**src/rtl/dmem_arbiter_if.sv**
```systemverilog
// Requester-side bus for one dmem_arbiter port: held req with a one-cycle ack pulse.
// Sampling is registered inside the arbiter; requesters hold req until ack and cannot be stalled otherwise.
interface dmem_arbiter_if #(
    parameter int AW = 32,
    parameter int DW = 32
);
    logic          req;
    logic          we;
    logic [AW-1:0] addr;
    logic [DW-1:0] wdata;
    logic          ack;
    logic [DW-1:0] rdata;

    modport master (output req, we, addr, wdata, input ack, rdata);
    modport slave  (input req, we, addr, wdata, output ack, rdata);
endinterface

```
**src/rtl/dmem_arbiter.sv**
```systemverilog
// Two-port arbiter for single-port dmem, one transaction in flight; req->ack is 2 (write) or 2+READ_LAT (read) cycles.
// A requester is back-pressured simply by not being granted; it holds req until its ack pulse.
module dmem_arbiter #(
    parameter int AW         = 32,
    parameter int DW         = 32,
    parameter int READ_LAT   = 1,
    parameter int PRIO_FIXED = 0
) (
    input  logic          clk,
    input  logic          rst_n,
    dmem_arbiter_if.slave m0,
    dmem_arbiter_if.slave m1,
    output logic          mem_we_o,
    output logic [AW-1:0] mem_addr_o,
    output logic [DW-1:0] mem_wdata_o,
    input  logic [DW-1:0] mem_rdata_i,
    output logic          busy_o,
    output logic          owner_o
);

    typedef enum logic [1:0] {S_IDLE, S_ISSUE, S_WAIT, S_ACK} state_t;

    localparam logic [2:0] LAT = 3'(READ_LAT);

    state_t        state_q, state_d;
    logic          owner_q, owner_d;
    logic          last_q, last_d;
    logic          we_q, we_d;
    logic [AW-1:0] addr_q, addr_d;
    logic [DW-1:0] wdata_q, wdata_d;
    logic [2:0]    cnt_q, cnt_d;
    logic [DW-1:0] rd0_q, rd0_d;
    logic [DW-1:0] rd1_q, rd1_d;
    logic          gnt;

    always_ff @(posedge clk or negedge rst_n) begin
        if (!rst_n) begin
            state_q <= S_IDLE;
            owner_q <= 1'b0;
            last_q  <= 1'b1;  // port 0 wins the first tie
            we_q    <= 1'b0;
            addr_q  <= '0;
            wdata_q <= '0;
            cnt_q   <= '0;
            rd0_q   <= '0;
            rd1_q   <= '0;
        end else begin
            state_q <= state_d;
            owner_q <= owner_d;
            last_q  <= last_d;
            we_q    <= we_d;
            addr_q  <= addr_d;
            wdata_q <= wdata_d;
            cnt_q   <= cnt_d;
            rd0_q   <= rd0_d;
            rd1_q   <= rd1_d;
        end
    end

    always_comb begin
        state_d = state_q;
        owner_d = owner_q;
        last_d  = last_q;
        we_d    = we_q;
        addr_d  = addr_q;
        wdata_d = wdata_q;
        cnt_d   = cnt_q;
        rd0_d   = rd0_q;
        rd1_d   = rd1_q;
        gnt     = 1'b0;

        if (m0.req && m1.req) begin
            gnt = (PRIO_FIXED != 0) ? 1'b0 : ~last_q;
        end else begin
            gnt = m1.req;
        end

        case (state_q)
            S_IDLE: begin
                if (m0.req || m1.req) begin
                    owner_d = gnt;
                    last_d  = gnt;
                    we_d    = gnt ? m1.we    : m0.we;
                    addr_d  = gnt ? m1.addr  : m0.addr;
                    wdata_d = gnt ? m1.wdata : m0.wdata;
                    state_d = S_ISSUE;
                end
            end
            S_ISSUE: begin
                if (we_q) begin
                    state_d = S_ACK;
                end else begin
                    cnt_d   = LAT;
                    state_d = S_WAIT;
                end
            end
            S_WAIT: begin
                // Read data is valid on the last wait cycle, READ_LAT after ISSUE.
                if (cnt_q == 3'd1) begin
                    if (owner_q) rd1_d = mem_rdata_i;
                    else         rd0_d = mem_rdata_i;
                    state_d = S_ACK;
                end else begin
                    cnt_d = cnt_q - 3'd1;
                end
            end
            S_ACK:   state_d = S_IDLE;
            default: state_d = S_IDLE;
        endcase
    end

    assign mem_we_o    = (state_q == S_ISSUE) && we_q;
    assign mem_addr_o  = addr_q;
    assign mem_wdata_o = wdata_q;
    assign busy_o      = (state_q != S_IDLE);
    assign owner_o     = owner_q;

    assign m0.ack   = (state_q == S_ACK) && !owner_q;
    assign m1.ack   = (state_q == S_ACK) &&  owner_q;
    assign m0.rdata = rd0_q;
    assign m1.rdata = rd1_q;

endmodule

```
**src/flat_wrapper.sv**
```systemverilog
// flat-port wrapper written by rule: the top's interface ports become plain ports
module dmem_arbiter_flat 
#(
    parameter int AW         = 32,
    parameter int DW         = 32,
    parameter int READ_LAT   = 1,
    parameter int PRIO_FIXED = 0
)
  (clk, rst_n, mem_we_o, mem_addr_o, mem_wdata_o, mem_rdata_i, busy_o, owner_o, m0_req, m0_we, m0_addr, m0_wdata, m0_ack, m0_rdata, m1_req, m1_we, m1_addr, m1_wdata, m1_ack, m1_rdata);
  dmem_arbiter_if #(.AW(AW), .DW(DW)) m0_i ();
  dmem_arbiter_if #(.AW(AW), .DW(DW)) m1_i ();
  input  logic clk;
  input  logic rst_n;
  output logic mem_we_o;
  output logic [AW-1:0] mem_addr_o;
  output logic [DW-1:0] mem_wdata_o;
  input  logic [DW-1:0] mem_rdata_i;
  output logic busy_o;
  output logic owner_o;
  input wire logic [$bits(m0_i.req)-1:0] m0_req;
  input wire logic [$bits(m0_i.we)-1:0] m0_we;
  input wire logic [$bits(m0_i.addr)-1:0] m0_addr;
  input wire logic [$bits(m0_i.wdata)-1:0] m0_wdata;
  output wire logic [$bits(m0_i.ack)-1:0] m0_ack;
  output wire logic [$bits(m0_i.rdata)-1:0] m0_rdata;
  input wire logic [$bits(m1_i.req)-1:0] m1_req;
  input wire logic [$bits(m1_i.we)-1:0] m1_we;
  input wire logic [$bits(m1_i.addr)-1:0] m1_addr;
  input wire logic [$bits(m1_i.wdata)-1:0] m1_wdata;
  output wire logic [$bits(m1_i.ack)-1:0] m1_ack;
  output wire logic [$bits(m1_i.rdata)-1:0] m1_rdata;
  assign m0_i.req = m0_req;
  assign m0_i.we = m0_we;
  assign m0_i.addr = m0_addr;
  assign m0_i.wdata = m0_wdata;
  assign m0_ack = m0_i.ack;
  assign m0_rdata = m0_i.rdata;
  assign m1_i.req = m1_req;
  assign m1_i.we = m1_we;
  assign m1_i.addr = m1_addr;
  assign m1_i.wdata = m1_wdata;
  assign m1_ack = m1_i.ack;
  assign m1_rdata = m1_i.rdata;
  dmem_arbiter #(.AW(AW), .DW(DW), .READ_LAT(READ_LAT), .PRIO_FIXED(PRIO_FIXED)) u_core (.clk(clk), .rst_n(rst_n), .m0(m0_i), .m1(m1_i), .mem_we_o(mem_we_o), .mem_addr_o(mem_addr_o), .mem_wdata_o(mem_wdata_o), .mem_rdata_i(mem_rdata_i), .busy_o(busy_o), .owner_o(owner_o));
endmodule
```
**config.mk**
```make
export PLATFORM = sky130hd
export DESIGN_NAME = dmem_arbiter_flat
export DESIGN_NICKNAME = d
export VERILOG_FILES = /design/src/rtl/dmem_arbiter_if.sv /design/src/rtl/dmem_arbiter.sv /design/src/flat_wrapper.sv
export SDC_FILE = /design/constraint.sdc
export NUM_CORES = 1
export LEC_CHECK = 0
export CORE_ASPECT_RATIO = 1.5
export CORE_MARGIN = 2
export CORE_UTILIZATION = 44
export DETAILED_ROUTE_END_ITERATION = 8
export PLACE_DENSITY = 0.89
export SLEW_MARGIN = 20
export SYNTH_ARGS = -nofsm -noshare
export SYNTH_HDL_FRONTEND = slang
export SYNTH_SLANG_ARGS = --single-unit
```
**constraint.sdc**
```tcl
create_clock -name clk -period 4.9 [get_ports clk]
set_clock_uncertainty 0.2 [all_clocks]
set_input_delay 0.735 -clock clk [delete_from_list [all_inputs] [get_ports clk]]
set_output_delay 0.735 -clock clk [all_outputs]
set_load 0.02 [all_outputs]
```
==> impl_table.tex <==
\begin{tabular}{lr}
\hline
Metric & Value \\
\hline
\multicolumn{2}{l}{\textbf{Status}} \\
Status & finished, final reports clean \\
\multicolumn{2}{l}{\textbf{Yosys}} \\
Most numerous cell in the Yosys netlist & sky130\_fd\_sc\_hd\_\_dfrtp\_1 \\
Number of instances in the synthesized netlist & between 400 and 500 \\
Synth area leaders & sky130\_fd\_sc\_hd\_\_dfrtp\_1, sky130\_fd\_sc\_hd\_\_mux2i\_1, sky130\_fd\_sc\_hd\_\_mux2\_2 \\
Synthesized flop and latch total & 136 \\
Share of the yosys chip area belonging to registers & 0.573 \\
Number of warnings reported in the yosys synthesis log & 0 \\
Share of Yosys cell area claimed by the top area cell type & 0.569 \\
Asr flop ratio synth & 1.00 \\
Net count after synthesis & between 600 and 700 \\
Biggest area consumer among synthesized cells & sky130\_fd\_sc\_hd\_\_dfrtp\_1 \\
Cell area after synthesis & about 5900 um2 \\
Post-synth top cells & sky130\_fd\_sc\_hd\_\_dfrtp\_1, sky130\_fd\_sc\_hd\_\_nand2\_1, sky130\_fd\_sc\_hd\_\_mux2i\_1 \\
Cell variety after synth & 33 \\
Number of enable-type register cells in the synthesized netlist & 0 \\
Mapped Avg Cell Area & around 13 um2 \\
Main flop type after synthesis & sky130\_fd\_sc\_hd\_\_dfrtp\_1 \\
\multicolumn{2}{l}{\textbf{Global routing}} \\
Total global routing track utilization & 0.239 \\
First-pass GRT wire length & roughly 27 mm \\
Antenna violations before repair & 0 \\
Largest net degree at the start of global routing & 99 \\
Global-route congestion overflow total & 0 \\
Vias in the first global route & between 5000 and 6000 \\
\multicolumn{2}{l}{\textbf{Floorplan}} \\
Number of rows created at floorplan & 52 \\
Die footprint & 14500 um2 \\
Core outline area & 13300 um2 \\
Vertical extent of the die & 146 um \\
Number of ports placed on the die boundary & 299 \\
Die width & 98.9 um \\
Initial cell density of the core & 0.445 \\
\multicolumn{2}{l}{\textbf{Clock network}} \\
TritonCTS clock tree & yes \\
Number of sinks handled by clock tree synthesis & between 100 and 150 \\
H-tree depth & 4 \\
Number of clock buffers inserted by TritonCTS & 17 \\
Clk buf depth & 2 \\
Later-pin clock latency in the skew report & 0.41 ns \\
Number of cells upsized or downsized after cts & 0 \\
Number of buffers inserted by post-CTS setup repair & 0 \\
Clock slew at reported path FFs & 0.07 ns \\
Buffer cell driving the clock tree root & sky130\_fd\_sc\_hd\_\_clkbuf\_16 \\
\# hold bufs at CTS & 0 \\
\multicolumn{2}{l}{\textbf{Timing}} \\
Minimum period implied by the final worst setup slack & 3.02 ns \\
Final max-slew violation count & 0 \\
Upper clock frequency limit & between 300 and 400 MHz \\
Total negative slack for setup checks & 0 ns \\
Hold Vio Cnt, Final & 0 \\
Worst rel slew slack & 0.378 \\
Setup repair after global routing missed its margin & false \\
Setup violations, final & 0 \\
Crit share post-route & 0.616 \\
Slew @ Worst Pin & 0.934 ns \\
\multicolumn{2}{l}{\textbf{Hold path}} \\
Class of the worst hold path & input port to asynchronous set/reset pin \\
\multicolumn{2}{l}{\textbf{Setup path}} \\
Sort of element at the start of the critical path & flop \\
Critical Setup Path Class & flop to output port \\
Crit path launch & u\_core.state\_q[0] \\
Crit-path max FO & 6 \\
Reg2Reg Launch Point & u\_core.cnt\_q[1] \\
Kind of capture point of the worst setup path & output port \\
Crit path DAT & 2.08 ns \\
Data required, critical path & 3.96 ns \\
\multicolumn{2}{l}{\textbf{Place}} \\
Placer congestion estimate & 0.811 \\
Buffers added on ports & 298 \\
Half-perimeter wire length of the detailed placement result & 12.8 mm \\
\multicolumn{2}{l}{\textbf{Pwr}} \\
Switching component of the power & 0.00241 W \\
Cell Pwr Density & 681 nW/um2 \\
Sw frac & 0.367 \\
Clk network pwr share & 0.210 \\
Static leakage power & 4.31 nW \\
Portion of total power attributed to sequential cells & 0.308 \\
Maximum vdd ir drop & 0.000448 V \\
Relative contribution of combinational cells to total power & 0.482 \\
Design internal power & 0.00415 W \\
\multicolumn{2}{l}{\textbf{Run}} \\
MaxCap Viol Count & 0 \\
\multicolumn{2}{l}{\textbf{Drt}} \\
Via count normalized by instance count & approximately 5 \\
Routed vias & 4716 \\
First-iteration detailed-routing DRC count & 133 \\
Routed WL per cell & 18.1 um \\
\# DRC & 0 \\
Number of detailed-routing iterations run before antenna repair & 4 \\
Sum of routed wire length over all layers & around 17 mm \\
Remaining number of nets flagged by the antenna check after routing & 0 \\
\multicolumn{2}{l}{\textbf{Layout}} \\
Synthesis-to-layout area growth & 62.1\% \\
Layout cell share with drive strength beyond 1 & 0.135 \\
Core utilization of the finished layout & 0.722 \\
Post-layout net count & $\sim$930 \\
N\_diodes & 0 \\
\hline
\end{tabular}
==> worst paths after layout <==
kind	depth (start not counted)	end	slack (ns)
min in group clk	2	u_core.mem_addr_o[22]	0.28
max in group asynchronous	2	u_core.cnt_q[1]	3.23
min	1	u_core.m0.rdata[5]	0.23
max reg2reg	5	u_core.m1.rdata[18]	2.37
max	4	busy_o	1.88
min reg2reg	2	u_core.mem_addr_o[22]	0.28
==> cell families after synthesis <==
family	count (synthesis)	share of synthesized area
adders and majority gates	8	0.0169
and+or+nand+nor	78	0.0594
DFF	136	0.573
buffers and inverters	34	0.0386
AOI/OAI and AO/OA	78	0.0708
muxes	131	0.241
==> stage by stage <==
step           hold WS (ns)  setup WS [ns]  power [W]  instances  instance area [um2]
3_3_place_gp          0.262           1.82    0.00507        902                 8990
4_1_cts               0.257           1.86    0.00662        934                 9630
3_5_place_dp          0.269           1.69    0.00521        902                 8990
5_1_grt               0.295           1.81    0.00691        934                 9630
6_report              0.228           1.88    0.00656        934                 9630
2_1_floorplan         0.239           2.90    0.00368        465                 5940
==> power by group through the flow <==
stage	clock, W	sequential (W)	combinational [W]
after floorplan	0	0.00263	0.00105
after global placement	0	0.00199	0.00308
after detailed placement	0	0.00203	0.00318
after CTS	0.00140	0.00202	0.00319
after global routing	0.00146	0.00208	0.00336
final	0.00138	0.00202	0.00316
==> critical path: stages (launching register included) <==
cell and delay [ns]:
sky130_fd_sc_hd__dfrtp_1 0.41, sky130_fd_sc_hd__inv_1 0.17, sky130_fd_sc_hd__ha_1 0.38, sky130_fd_sc_hd__inv_1 0.11, sky130_fd_sc_hd__clkdlybuf4s50_1 0.59
==> state kept, by name, indices dropped and copies added (netlist names) <==
register            count
u_core.m0.rdata        32
u_core.owner_o          1
u_core.mem_wdata_o     32
u_core.m1.rdata        32
u_core.cnt_q            3
u_core.we_q             1
u_core.state_q          2
u_core.last_q           1
u_core.mem_addr_o      32
==> area by class of cell <==
cell class	count	area, um2
timing repair buffer	303	3030
clock inverter	14	211
multi-input combinational	295	2320
tap	162	203
sequential	136	3400
clock buffer	18	429
fill	909	3710
inverter	6	22.5
==> placed cells by master, fill, tap and decap left out, types with 3 or more instances in the layout <==
master                            count
sky130_fd_sc_hd__mux2i_1             65
sky130_fd_sc_hd__clkbuf_16           17
sky130_fd_sc_hd__o21ai_0             26
sky130_fd_sc_hd__dfrtp_1            135
sky130_fd_sc_hd__inv_1                6
sky130_fd_sc_hd__mux2_4              10
sky130_fd_sc_hd__buf_4                4
sky130_fd_sc_hd__inv_6                4
sky130_fd_sc_hd__nand2_1             66
sky130_fd_sc_hd__mux2_1              11
sky130_fd_sc_hd__mux2_2              45
sky130_fd_sc_hd__o21ai_1             40
sky130_fd_sc_hd__bufinv_16            4
sky130_fd_sc_hd__clkdlybuf4s50_1    297
sky130_fd_sc_hd__clkinv_4             3
sky130_fd_sc_hd__ha_1                 8
==> per-layer routing <==
metal  GRT usage  routed length (um)
met2       0.414                8770
met5           0                   0
met3      0.0785                1500
met1       0.267                6080
met4      0.0966                 547
No activity file was read; power rests on OpenSTA's default activity.
==> variant 1, RTL diff (same settings) <==
`AW` is set to 32 in 3 places; all go to 16.
--- a/src/rtl/dmem_arbiter_if.sv
+++ b/src/rtl/dmem_arbiter_if.sv
@@ -3,3 +3,3 @@
 interface dmem_arbiter_if #(
-    parameter int AW = 32,
+    parameter int AW = 16,
     parameter int DW = 32
--- a/src/rtl/dmem_arbiter.sv
+++ b/src/rtl/dmem_arbiter.sv
@@ -3,3 +3,3 @@
 module dmem_arbiter #(
-    parameter int AW         = 32,
+    parameter int AW         = 16,
     parameter int DW         = 32,
--- a/src/flat_wrapper.sv
+++ b/src/flat_wrapper.sv
@@ -3,3 +3,3 @@
 #(
-    parameter int AW         = 32,
+    parameter int AW         = 16,
     parameter int DW         = 32,
Interface: changed (resized m0_addr, m1_addr and mem_addr_o); port bits go from 299 to 251. No check against the original RTL was run, so the function may have changed too.
==> variant 1 against the unedited design <==
Die area fell by 13%. Synthesized area fell by 14%. Design area fell by 14%. Worst setup slack improved by 0.061 ns. Routed wire length fell by 21%. Sequential cell count fell by 16. Count of clock-buffer cells in the layout did not move. Total power fell by 15%.
==> variant 1: results (changes against the unedited design) <==
.. list-table::
   :header-rows: 1

   * - Metric
     - Value
   * - Result of the run
     - complete, no violations
   * - Number of levels the H-tree was split into
     - 4 (unchanged)
   * - CTS Buf Count
     - 17 (unchanged)
   * - Sequential element share of the synthesized area
     - 58.6% (+1.2 points)
   * - Most used DFF post-synth
     - sky130_fd_sc_hd__dfrtp_1
   * - Final #Nets
     - 791 (-15%)
   * - Maximum number of pins on one net before global-route repair
     - 57 (-42%)
   * - Leading cell types by total area after synthesis
     - sky130_fd_sc_hd__dfrtp_1 (58%), sky130_fd_sc_hd__mux2_2 (13%), sky130_fd_sc_hd__mux2i_1 (9.6%)
   * - Max Fanout on Critical Path
     - 6 (unchanged)
   * - Hold path startpoint
     - u_core.mem_addr_o[7]
   * - Net Count, Synth
     - 537 (-16%)
   * - Top cells by count, synth
     - sky130_fd_sc_hd__dfrtp_1 (119), sky130_fd_sc_hd__mux2_2 (59), sky130_fd_sc_hd__nand2_1 (50), sky130_fd_sc_hd__o21ai_0 (50), sky130_fd_sc_hd__mux2i_1 (49)
   * - Worst-path cell with the longest stage delay
     - sky130_fd_sc_hd__clkdlybuf4s50_1
   * - Leak pwr
     - 0.00365 µW (-15%)
   * - Clock transition at path regs
     - ~0.060 ns
   * - Share of synthesized flip-flops with an asynchronous set or reset
     - 100% (unchanged)
   * - Synth warnings
     - 0 (unchanged)
   * - Later-pin clock latency in the skew report
     - 0.40 ns
   * - Antenna violations before repair
     - 1 (+1)
   * - Worst-case clock buffer depth
     - 2 (unchanged)
   * - Wire length of the first global-routing pass
     - 20800 µm (-23%)
   * - Overall track demand over capacity in global routing
     - 21.6% (-2.3 points)
   * - Worst ir drop on vdd
     - 0.000450 V (+0.28%)
   * - Dominant delay contributor by cell family on the critical path
     - buffers and inverters
   * - Max stage delay on crit path
     - about 0.6 ns
   * - Fraction of layout cells with a size suffix above 1
     - 16.3% (+2.8 points)
   * - Clock root buffer
     - sky130_fd_sc_hd__clkbuf_16
   * - First-pass detailed-route iteration total
     - 4 (unchanged)
   * - DP HPWL
     - 10100 µm (-21%)
   * - Number of global-route vias before repair
     - 4276 (-17%)
   * - Number of filler instances in the final layout
     - 790 (-13%)
   * - Slew at the pin closest to its max-slew limit
     - 0.868 ns (-0.0653 ns)
   * - Hold WC Path Type
     - reg -> reg
   * - Vias after detailed routing
     - 3995 (-15%)
   * - Worst setup slack before clock tree synthesis
     - 1.68 ns (-0.0132 ns)
   * - Launch point of the critical path
     - u_core.state_q[0]
   * - Avg WL per Cell
     - 16.5 µm (-8.8%)
   * - PortBufs
     - 250 (-16%)
   * - Library cells used by synthesis
     - 30 (-9.1%)
   * - Gp weighted congestion
     - 0.780 (-3.8%)
   * - Reg2reg start
     - u_core.cnt_q[1]
   * - Number of DRC markers after the initial detailed-route iteration
     - 121 (-9.0%)
   * - Cells resized by post-CTS repair
     - 0 (unchanged)
   * - Count of final setup violators
     - 0 (unchanged)
[variant 1: changes by cell type after synthesis, moves of 4 or more]
cell	change
sky130_fd_sc_hd__mux2_1	-4
sky130_fd_sc_hd__o21ai_1	-41
sky130_fd_sc_hd__buf_2	-5
sky130_fd_sc_hd__mux2_2	+14
sky130_fd_sc_hd__buf_4	+6
sky130_fd_sc_hd__mux2_4	-10
sky130_fd_sc_hd__nand2_1	-16
sky130_fd_sc_hd__dfrtp_1	-16
sky130_fd_sc_hd__mux2i_1	-16
sky130_fd_sc_hd__buf_6	-8
sky130_fd_sc_hd__o21ai_0	+24
[variant 1: layout make-up]
class | count | share of cell area (%)
multi-input combinational | 247 | 23.8
clock inverter | 14 | 1.21
tap | 150 | 2.27
clock buffer | 18 | 5.30
sequential | 120 | 36.3
inverter | 6 | 0.272
antenna | 1 | 0.0302
timing repair buffer | 257 | 30.9
[variant 1: path summary, 6_finish.rpt]
check	endpoint	cells past startpoint	slack, ns
worst min register to register	u_core.mem_addr_o[7]	2	0.28
worst min-delay path	u_core.mem_addr_o[7]	2	0.28
worst max-delay path	busy_o	4	1.94
min in group asynchronous	u_core.m0.rdata[23]	2	0.55
max in group asynchronous	u_core.mem_wdata_o[17]	3	3.05
worst max register to register	u_core.m1.rdata[4]	5	2.40
[variant 1: cell families (layout without fill, tap and decap cells)]
family                     after synthesis  after routing  share of synthesized area (%)
AOI/OAI and AO/OA                       62             62                           6.66
other                                    0              1                              0
adders and majority gates                8              8                           1.95
and+or+nand+nor                         62             62                           5.61
buffers and inverters                   28            295                           3.15
DFF                                    120            120                           58.6
muxes                                  115            115                           24.1
[variant 1: routing by layer]
metal  up-vias  share of wire, %  wire length [µm]  GRT usage (%)
li1       1890                 -                 -              -
met1      1927                36              4810           22.2
met2       168                56              7470           40.4
met3        10               7.1               952           7.37
met4         0               1.3               172           7.21
met5         -                 0                 0              0
[variant 1: timing repair]
action,4_1_cts,5_1_grt
endpoints found under the hold margin,19,0
setup buffers,0,0
hold buffers,1,0
[variant 1: through the flow]
step           utilization [%]  instance area (µm²)  hold slack (ns)  std cells
6_report                  72.6                 8280            0.278        813
5_1_grt                   72.6                 8280            0.300        813
4_1_cts                   72.6                 8280            0.282        812
3_5_place_dp              67.7                 7730            0.270        779
3_3_place_gp              67.7                 7730            0.264        779
2_1_floorplan                -                 5130            0.239        395
[variant 1: where the power goes]
part	internal, µW	switching (µW)
registers	1490	278
logic	1380	1330
clock network	659	447
[variant 1: worst min-delay path, cell delays in order, from the launching register on]
cell	delay (ns)
sky130_fd_sc_hd__dfrtp_1	0.34
sky130_fd_sc_hd__nand2_1	0.04
sky130_fd_sc_hd__o21ai_0	0.06
==> variant 2, RTL diff (config.mk and constraints unchanged) <==
Without the edit above. Reset style: synchronous (`rst_n`), changed in one clocked block.
--- a/src/rtl/dmem_arbiter.sv
+++ b/src/rtl/dmem_arbiter.sv
@@ -35,3 +35,3 @@
 
-    always_ff @(posedge clk or negedge rst_n) begin
+    always_ff @(posedge clk) begin
         if (!rst_n) begin
Check against the original RTL: differs if rst_n is asserted again (counterexample within 4 cycles, from zero or initial values and one cycle with rst_n low); with rst_n held inactive, the same outputs for 4 cycles.
==> variant 2 against the unedited design <==
Sequential power is 26% lower. Hold slack better by 0.017 ns. Sequential cell count stayed put. Design area is 5.5% lower. Total power is 32% lower. Register-to-register slack better by 0.02 ns. Routed wire length is 7.1% higher. Worst setup slack better by 0.11 ns. Synthesized area is 7.2% lower. Critical path depth stayed put. Critical path type unchanged. Critical endpoint unchanged.
==> variant 2: results (changes against the unedited design) <==
.. list-table::
   :header-rows: 1

   * - Metric
     - Value
   * - Grt met1 use
     - 28.7% (+2.0 points)
   * - Routed metal-1 wirelength
     - 6520 µm (+7.4%)
   * - Met3 Resource Use GR
     - 11.1% (+3.2 points)
   * - Sequential element share of the synthesized area
     - 49.4% (-7.9 points)
   * - Top cells by count, synth
     - sky130_fd_sc_hd__dfxtp_1 (136), sky130_fd_sc_hd__a21oi_1 (133), sky130_fd_sc_hd__nand2_1 (132), sky130_fd_sc_hd__o21ai_0 (68), sky130_fd_sc_hd__nand3_1 (65)
   * - Total net switching power
     - 1530 µW (-36%)
   * - Reg2reg start
     - u_core.state_q[0]
   * - Library cells used by synthesis
     - 35 (+6.1%)
   * - Worst ir drop on vdd
     - 0.000363 V (-19%)
   * - Grt met2 use
     - 44.2% (+2.8 points)
   * - Final #Nets
     - 1136 (+22%)
   * - Proportion of synthesized area in mux cells
     - 0.182% (-24 points)
   * - Max Fanout on Critical Path
     - 7 (+1)
   * - Slew at the pin closest to its max-slew limit
     - 0.983 ns (+0.0496 ns)
   * - Wire length after detailed routing
     - 18100 µm (+7.1%)
   * - Result of the run
     - complete, no violations
   * - Combinational-cell power consumption
     - 1610 µW (-49%)
   * - Number of DRC markers after the initial detailed-route iteration
     - 264 (+98%)
   * - Gp weighted congestion
     - 0.887 (+9.3%)
   * - Most used DFF post-synth
     - sky130_fd_sc_hd__dfxtp_1
   * - Compound-gate portion of the synthesized area
     - 25.9% (+19 points)
   * - DP HPWL
     - 12600 µm (-1.2%)
   * - Drt drc
     - 0 (unchanged)
   * - First-pass detailed-route iteration total
     - 5 (+1)
   * - Share of synthesized flip-flops with an asynchronous set or reset
     - 0% (-100 points)
   * - WP data arrival
     - 1.97 ns (-0.11 ns)
   * - Net Count, Synth
     - 877 (+37%)
   * - Hold WC Path Type
     - reg -> reg
   * - Number of global-route vias before repair
     - 5902 (+15%)
variant 2: metrics by stage:
stage	power, µW	std cells	hold slack [ns]	setup slack (ns)	instance area [µm²]
2_1_floorplan	2340	704	0.248	3.09	5510
3_3_place_gp	3070	1100	0.235	1.85	8460
3_5_place_dp	3100	1100	0.241	1.76	8460
4_1_cts	4470	1132	0.249	1.98	9090
5_1_grt	4680	1132	0.260	1.90	9090
6_report	4460	1132	0.245	2.00	9090
variant 2: worst paths after layout:
path,to,slack [ns],cells after the start
worst min register to register,u_core.m1.rdata[0],0.24,2
worst max register to register,u_core.mem_wdata_o[19],2.39,6
worst max-delay path,busy_o,2.00,4
worst min-delay path,u_core.m1.rdata[0],0.24,2
variant 2: layout make-up:
cell class              count  area (µm²)
fillers                   915        3230
repair buffers            305        3050
flip-flops and latches    136        2720
multi-input cells         496        2480
clock buffers              18         429
clock inverters            14         198
well taps                 156         195
inverters                   7        26.3
